[src/rtl/exc_commit.sv]
// Exception collection and commit: carries flags down D/E/M, commits at M, sequences flush/redirect.
// Optional interrupt commit is enabled by defining EXC_COMMIT_INT_EN.
module exc_commit #(
  parameter logic [31:0] EXC_VECTOR   = 32'hbfc00380,
  parameter int          DRAIN_CYCLES = 2
) (
  input  logic        clk,
  input  logic        rst,
  input  logic        advance,
  input  logic        f_valid,
  input  logic [31:0] f_pc,
  input  logic        f_bd,
  input  logic        f_adel,
  input  logic        d_ri,
  input  logic        d_sys,
  input  logic        d_bp,
  input  logic        d_eret,
  input  logic        e_ov,
  input  logic        e_adel,
  input  logic        e_ades,
  input  logic [31:0] e_vaddr,
  input  logic        exl,
  input  logic [31:0] epc_value,
  input  logic        int_req,
  output logic [6:0]  exc_vec,
  output logic        exc_bd,
  output logic [31:0] epc_out,
  output logic [31:0] badvaddr_out,
  output logic        eret_out,
  output logic        int_taken,
  output logic        flush,
  output logic        redirect,
  output logic [31:0] redirect_pc
);

  typedef enum logic [1:0] {IDLE, FLUSH, DRAIN} state_t;

  typedef struct packed {
    logic        valid;
    logic [31:0] pc;
    logic        bd;
    logic [6:0]  vec;
    logic [31:0] vaddr;
    logic        eret;
  } stage_t;

  state_t      state_q, state_d;
  logic [3:0]  cnt_q, cnt_d;
  stage_t      d_q, d_d, e_q, e_d, m_q, m_d;
  logic [31:0] redirect_pc_q, redirect_pc_d;

  logic m_flagged;
  logic exc_commit_w;
  logic kill_w;
  logic int_commit;

  assign m_flagged    = |m_q.vec;
  assign exc_commit_w = (state_q == IDLE) & m_q.valid & ~exl & (m_flagged | m_q.eret);
  assign kill_w       = (state_q == IDLE) & m_q.valid & exl & m_flagged;

`ifdef EXC_COMMIT_INT_EN
  assign int_commit = (state_q == IDLE) & m_q.valid & int_req & ~m_flagged & ~m_q.eret;
`else
  logic unused_int_req;
  assign unused_int_req = int_req;
  assign int_commit     = 1'b0;
`endif

  // M-stage reporting to CP0 is purely combinational from the M record.
  assign exc_bd       = m_q.bd;
  assign epc_out      = m_q.bd ? (m_q.pc - 32'd4) : m_q.pc;
  assign badvaddr_out = m_q.vec[6] ? m_q.pc : m_q.vaddr;
  assign redirect_pc  = redirect_pc_q;

  always_comb begin
    state_d       = state_q;
    cnt_d         = cnt_q;
    d_d           = d_q;
    e_d           = e_q;
    m_d           = m_q;
    redirect_pc_d = redirect_pc_q;
    exc_vec       = 7'd0;
    eret_out      = 1'b0;
    int_taken     = 1'b0;
    flush         = 1'b0;
    redirect      = 1'b0;

    // Records only move in IDLE; during FLUSH/DRAIN they stay empty so late flags are dropped.
    if (state_q == IDLE && advance) begin
      d_d.valid = f_valid;
      d_d.pc    = f_pc;
      d_d.bd    = f_bd;
      d_d.vec   = {f_adel, 6'd0};
      d_d.vaddr = 32'd0;
      d_d.eret  = 1'b0;
      e_d       = d_q;
      e_d.vec   = d_q.vec | {1'b0, d_ri, 1'b0, d_sys, d_bp, 2'b00};
      e_d.eret  = d_q.eret | d_eret;
      m_d       = e_q;
      m_d.vec   = e_q.vec | {2'b00, e_ov, 2'b00, e_adel, e_ades};
      m_d.vaddr = e_vaddr;
    end else if (kill_w) begin
      m_d.valid = 1'b0;
    end

    case (state_q)
      IDLE: begin
        if (exc_commit_w || int_commit) begin
          state_d       = FLUSH;
          exc_vec       = exc_commit_w ? m_q.vec : 7'd0;
          eret_out      = exc_commit_w & ~m_flagged;
          int_taken     = int_commit;
          redirect_pc_d = (exc_commit_w & ~m_flagged) ? epc_value : EXC_VECTOR;
        end
      end
      FLUSH: begin
        flush     = 1'b1;
        redirect  = 1'b1;
        d_d.valid = 1'b0;
        e_d.valid = 1'b0;
        m_d.valid = 1'b0;
        cnt_d     = 4'(DRAIN_CYCLES - 1);
        state_d   = DRAIN;
      end
      DRAIN: begin
        if (cnt_q == 4'd0) begin
          state_d = IDLE;
        end else begin
          cnt_d = cnt_q - 4'd1;
        end
      end
      default: state_d = IDLE;
    endcase
  end

  always_ff @(posedge clk) begin
    if (rst) begin
      state_q       <= IDLE;
      cnt_q         <= 4'd0;
      d_q           <= '0;
      e_q           <= '0;
      m_q           <= '0;
      redirect_pc_q <= 32'd0;
    end else begin
      state_q       <= state_d;
      cnt_q         <= cnt_d;
      d_q           <= d_d;
      e_q           <= e_d;
      m_q           <= m_d;
      redirect_pc_q <= redirect_pc_d;
    end
  end

endmodule

[config.mk]
export PLATFORM = sky130hd
export DESIGN_NAME = exc_commit
export DESIGN_NICKNAME = d
export VERILOG_FILES = /design/src/rtl/exc_commit.sv
export SDC_FILE = /design/constraint.sdc
export NUM_CORES = 1
export LEC_CHECK = 0
export ABC_AREA = 1
export BUFFER_PORTS_ARGS = -buffer_cell sky130_fd_sc_hd__buf_2
export CORE_MARGIN = 10
export CORE_UTILIZATION = 30
export DETAILED_ROUTE_END_ITERATION = 10
export GPL_TIMING_DRIVEN = 0
export RECOVER_POWER = 100
export SLEW_MARGIN = 20
export SYNTH_ARGS = -nofsm -noshare
export SYNTH_HDL_FRONTEND = slang
export SYNTH_SLANG_ARGS = --single-unit
[constraint.sdc]
create_clock -name clk -period 2.9 [get_ports clk]
set_clock_uncertainty 0.2 [all_clocks]
set_input_delay 0.145 -clock clk [delete_from_list [all_inputs] [get_ports clk]]
set_output_delay 0.145 -clock clk [all_outputs]
set_load 0.02 [all_outputs]
==> impl_metrics.tcl <==
set metrics [dict create \
    cts_setup_buffers 0 \
    syn-cell-area_sq_um 7860 \
    reg2regPathDepth 8 \
    initial_core_util_pct 30.3 \
    fin_cells 1778 \
    path_max_fanout 4 \
    synth_edf_count 0 \
    fin_crit_ns 2.69 \
    rsz0062_at_grt "no" \
    reg2reg_from "m_q[39]" \
    multi_input_area_sq_um 3470 \
    port_buffers 215 \
    cts_tree "yes" \
    yosys_most_used_dff "dfxtp_1" \
    clk_latency_ns 0.44 \
    required_ns 2.56 \
    finalSetupTns_ns 0 \
    slew_headroom_pct 56.9 \
    hold_viol 0 \
    clock_path_buffers 2 \
    cap_violations 0 \
    area_delta_synth_final_pct 38.8 \
    die_area_sq_um 33100 \
    drive_gt1_share_pct 13.3 \
    hold_start "redirect_pc[20]" \
    hpwlAfterDp_mm 21.0 \
    power_mw 6.36 \
    grtUsageTotal_pct 16.6 \
    cts-buffers-inserted 17 \
    hold_path_class "flip-flop to flip-flop" \
    wl_per_cell_um 15.7 \
    finalSetupViolCount 0 \
    antenna_found_initial 0 \
    cp-start-kind "flip-flop" \
    grt_pass1_vias 8319 \
    core_sq_um 25900 \
    crit_type "flip-flop to output port" \
    htree_levels 4 \
    hold_path_depth 2 \
    avgSynthCellArea_sq_um 7.28 \
    clockRootBuffer "clkbuf_16" \
    drt_iter0_drc 420 \
    end_kind "output port" \
    place_congestion 0.831 \
    power.density_nw_per_um2 583 \
    min_to "redirect_pc[20]" \
    ys_warn_count 0 \
    drc_errors 0 \
    rows 59 \
    num_antenna_cells 0 \
    r2r_slack_ns 0.23 \
    status "completed" \
    synth-seq-cells 186 \
    peakVddDrop_uv 356 \
    seq_area_sq_um 3720 \
    placed_cells 1630 \
    cts_sinks 186 \
    grt_pass1_wl_mm 44.8 \
    die_w_um 182 \
    clk_pin_slew_ns 0.08 \
    arrival_ns 2.34 \
    async_flop_share_pct 0 \
    grt_max_degree 20 \
    fmax_ghz 0.372 \
    holdWs_ns 0.264 \
    vias 8199 \
    grt_overflow 0 \
    regToRegEndpoint "redirect_pc[1]" \
    p_leak_nw 4.63 \
    final_common_cell "nor2_1" \
    synth_nets 1193 \
    synthDistinctLibCells 29 \
    wl_mm 27.9 \
    nets 1543 \
    maxSlewViolCount 0 \
    die_y_um 182 \
    fill_cells 2715 \
    dp_slack_ns 0.768 \
    first_pass_iters 5 \
    detail_route.vias_per_cell 4.61 \
    postRouteAntennaNets 0 \
    min_period_over_period_pct 92.7 \
    pin_count 219 \
    postLayoutSetupSlackWorst_ns 0.213 \
    worst_pin_slew_ns 0.647 \
    synth_cells 1080 \
    mostFrequentLayoutCells "283 x nor2_1, 196 x o21ai_0, 186 x dfxtp_1" \
    ys_seq_area_share_pct 47.4 \
]
area by class of cell:
class / count / share of cell area, %
buffer: 73 / 3.23
clock buffer: 17 / 3.90
clock inverter: 15 / 1.64
inverter: 59 / 2.03
multi-input combinational: 762 / 31.8
sequential: 186 / 34.1
tap: 335 / 3.84
timing repair buffer: 331 / 19.5
sequential cells by signal, indices dropped and copies added, names as in the netlist:
name and count:
m_q 73, e_q 39, d_q 35, redirect_pc 32
cnt_q 4, state_q 2, exc_bd 1
metrics by stage:
stage / area [sq um] / util (%)
2_1_floorplan: 7860 / -
3_3_place_gp: 9360 / 36.1
3_5_place_dp: 9360 / 36.1
4_1_cts: 11100 / 42.9
5_1_grt: 10900 / 42.1
6_report: 10900 / 42.1
synth_stat cells (2+ instances only):
master / instances / area [sq um]
clkbuf_1: 29 / 109
nand2_4: 3 / 33.8
o21ai_0: 189 / 946
xor2_1: 13 / 114
buf_4: 7 / 52.6
ha_1: 2 / 25.0
clkbuf_2: 8 / 40.0
nor2_2: 6 / 37.5
nand3_2: 3 / 30.0
buf_2: 22 / 110
a21oi_1: 75 / 375
buf_6: 7 / 78.8
nand4_1: 31 / 194
dfxtp_1: 186 / 3720
o21ai_1: 10 / 50.1
nand3_1: 20 / 100
nor2_1: 277 / 1040
inv_2: 4 / 15.0
inv_1: 54 / 203
nor3_1: 7 / 35.0
nor2_4: 3 / 33.8
nand2_1: 117 / 439
per-layer routing:
layer  global-route usage [%]  part of all wire (%)
met5                        0                     0
met4                     3.58                  0.89
met3                     5.29                   8.1
met2                     27.0                    45
met1                     21.1                    46
how the worst max path moves through the flow:
stage | startpoint | end | slack (ns) | depth (start not counted)
2_1_floorplan | exc_bd | epc_out[25] | 1.10 | 8
3_3_place_gp | m_q[39] | badvaddr_out[2] | 0.78 | 6
3_5_place_dp | m_q[39] | badvaddr_out[2] | 0.77 | 6
4_1_cts | m_q[39] | redirect_pc[0] | 0.27 | 8
5_1_grt | m_q[39] | badvaddr_out[3] | 0.06 | 6
6_report | m_q[44] | epc_out[18] | 0.21 | 9
kinds of logic (layout without fill, tap and decap cells):
logic type                 count (synthesis)  in the layout  synth area share [%]
AOI/OAI and AO/OA                        275            275                  17.5
xor gates and xnor gates                  13             13                  1.45
adders and majority gates                  2              2                 0.318
buffers and inverters                    132            495                  7.78
DFF                                      186            186                  47.4
other                                      1              1                0.0477
and+or+nand+nor                          471            471                  25.5
worst max-delay path, stage by stage (launching register included):
cell	delay, ns
dfxtp_1	0.33
inv_1	0.11
ha_1	0.16
nand2_1	0.14
nor2_1	0.29
nand2_2	0.15
nor2_1	0.30
nand4_1	0.14
nand2_1	0.11
clkbuf_2	0.18
power by group:
group / leakage [nW] / switching (mW) / total [mW] / internal [mW]
logic: 2.80 / 0.734 / 1.15 / 0.412
registers: 1.53 / 0.0950 / 2.82 / 2.72
clock network: 0.296 / 1.16 / 2.40 / 1.24
timing repair:
| action | CTS | global route |
|---|---|---|
| endpoints found under the hold margin | 108 | 0 |
| hold buffers | 116 | 0 |
| gates resized for setup | 0 | 0 |
(Power assumes the default switching activity.)
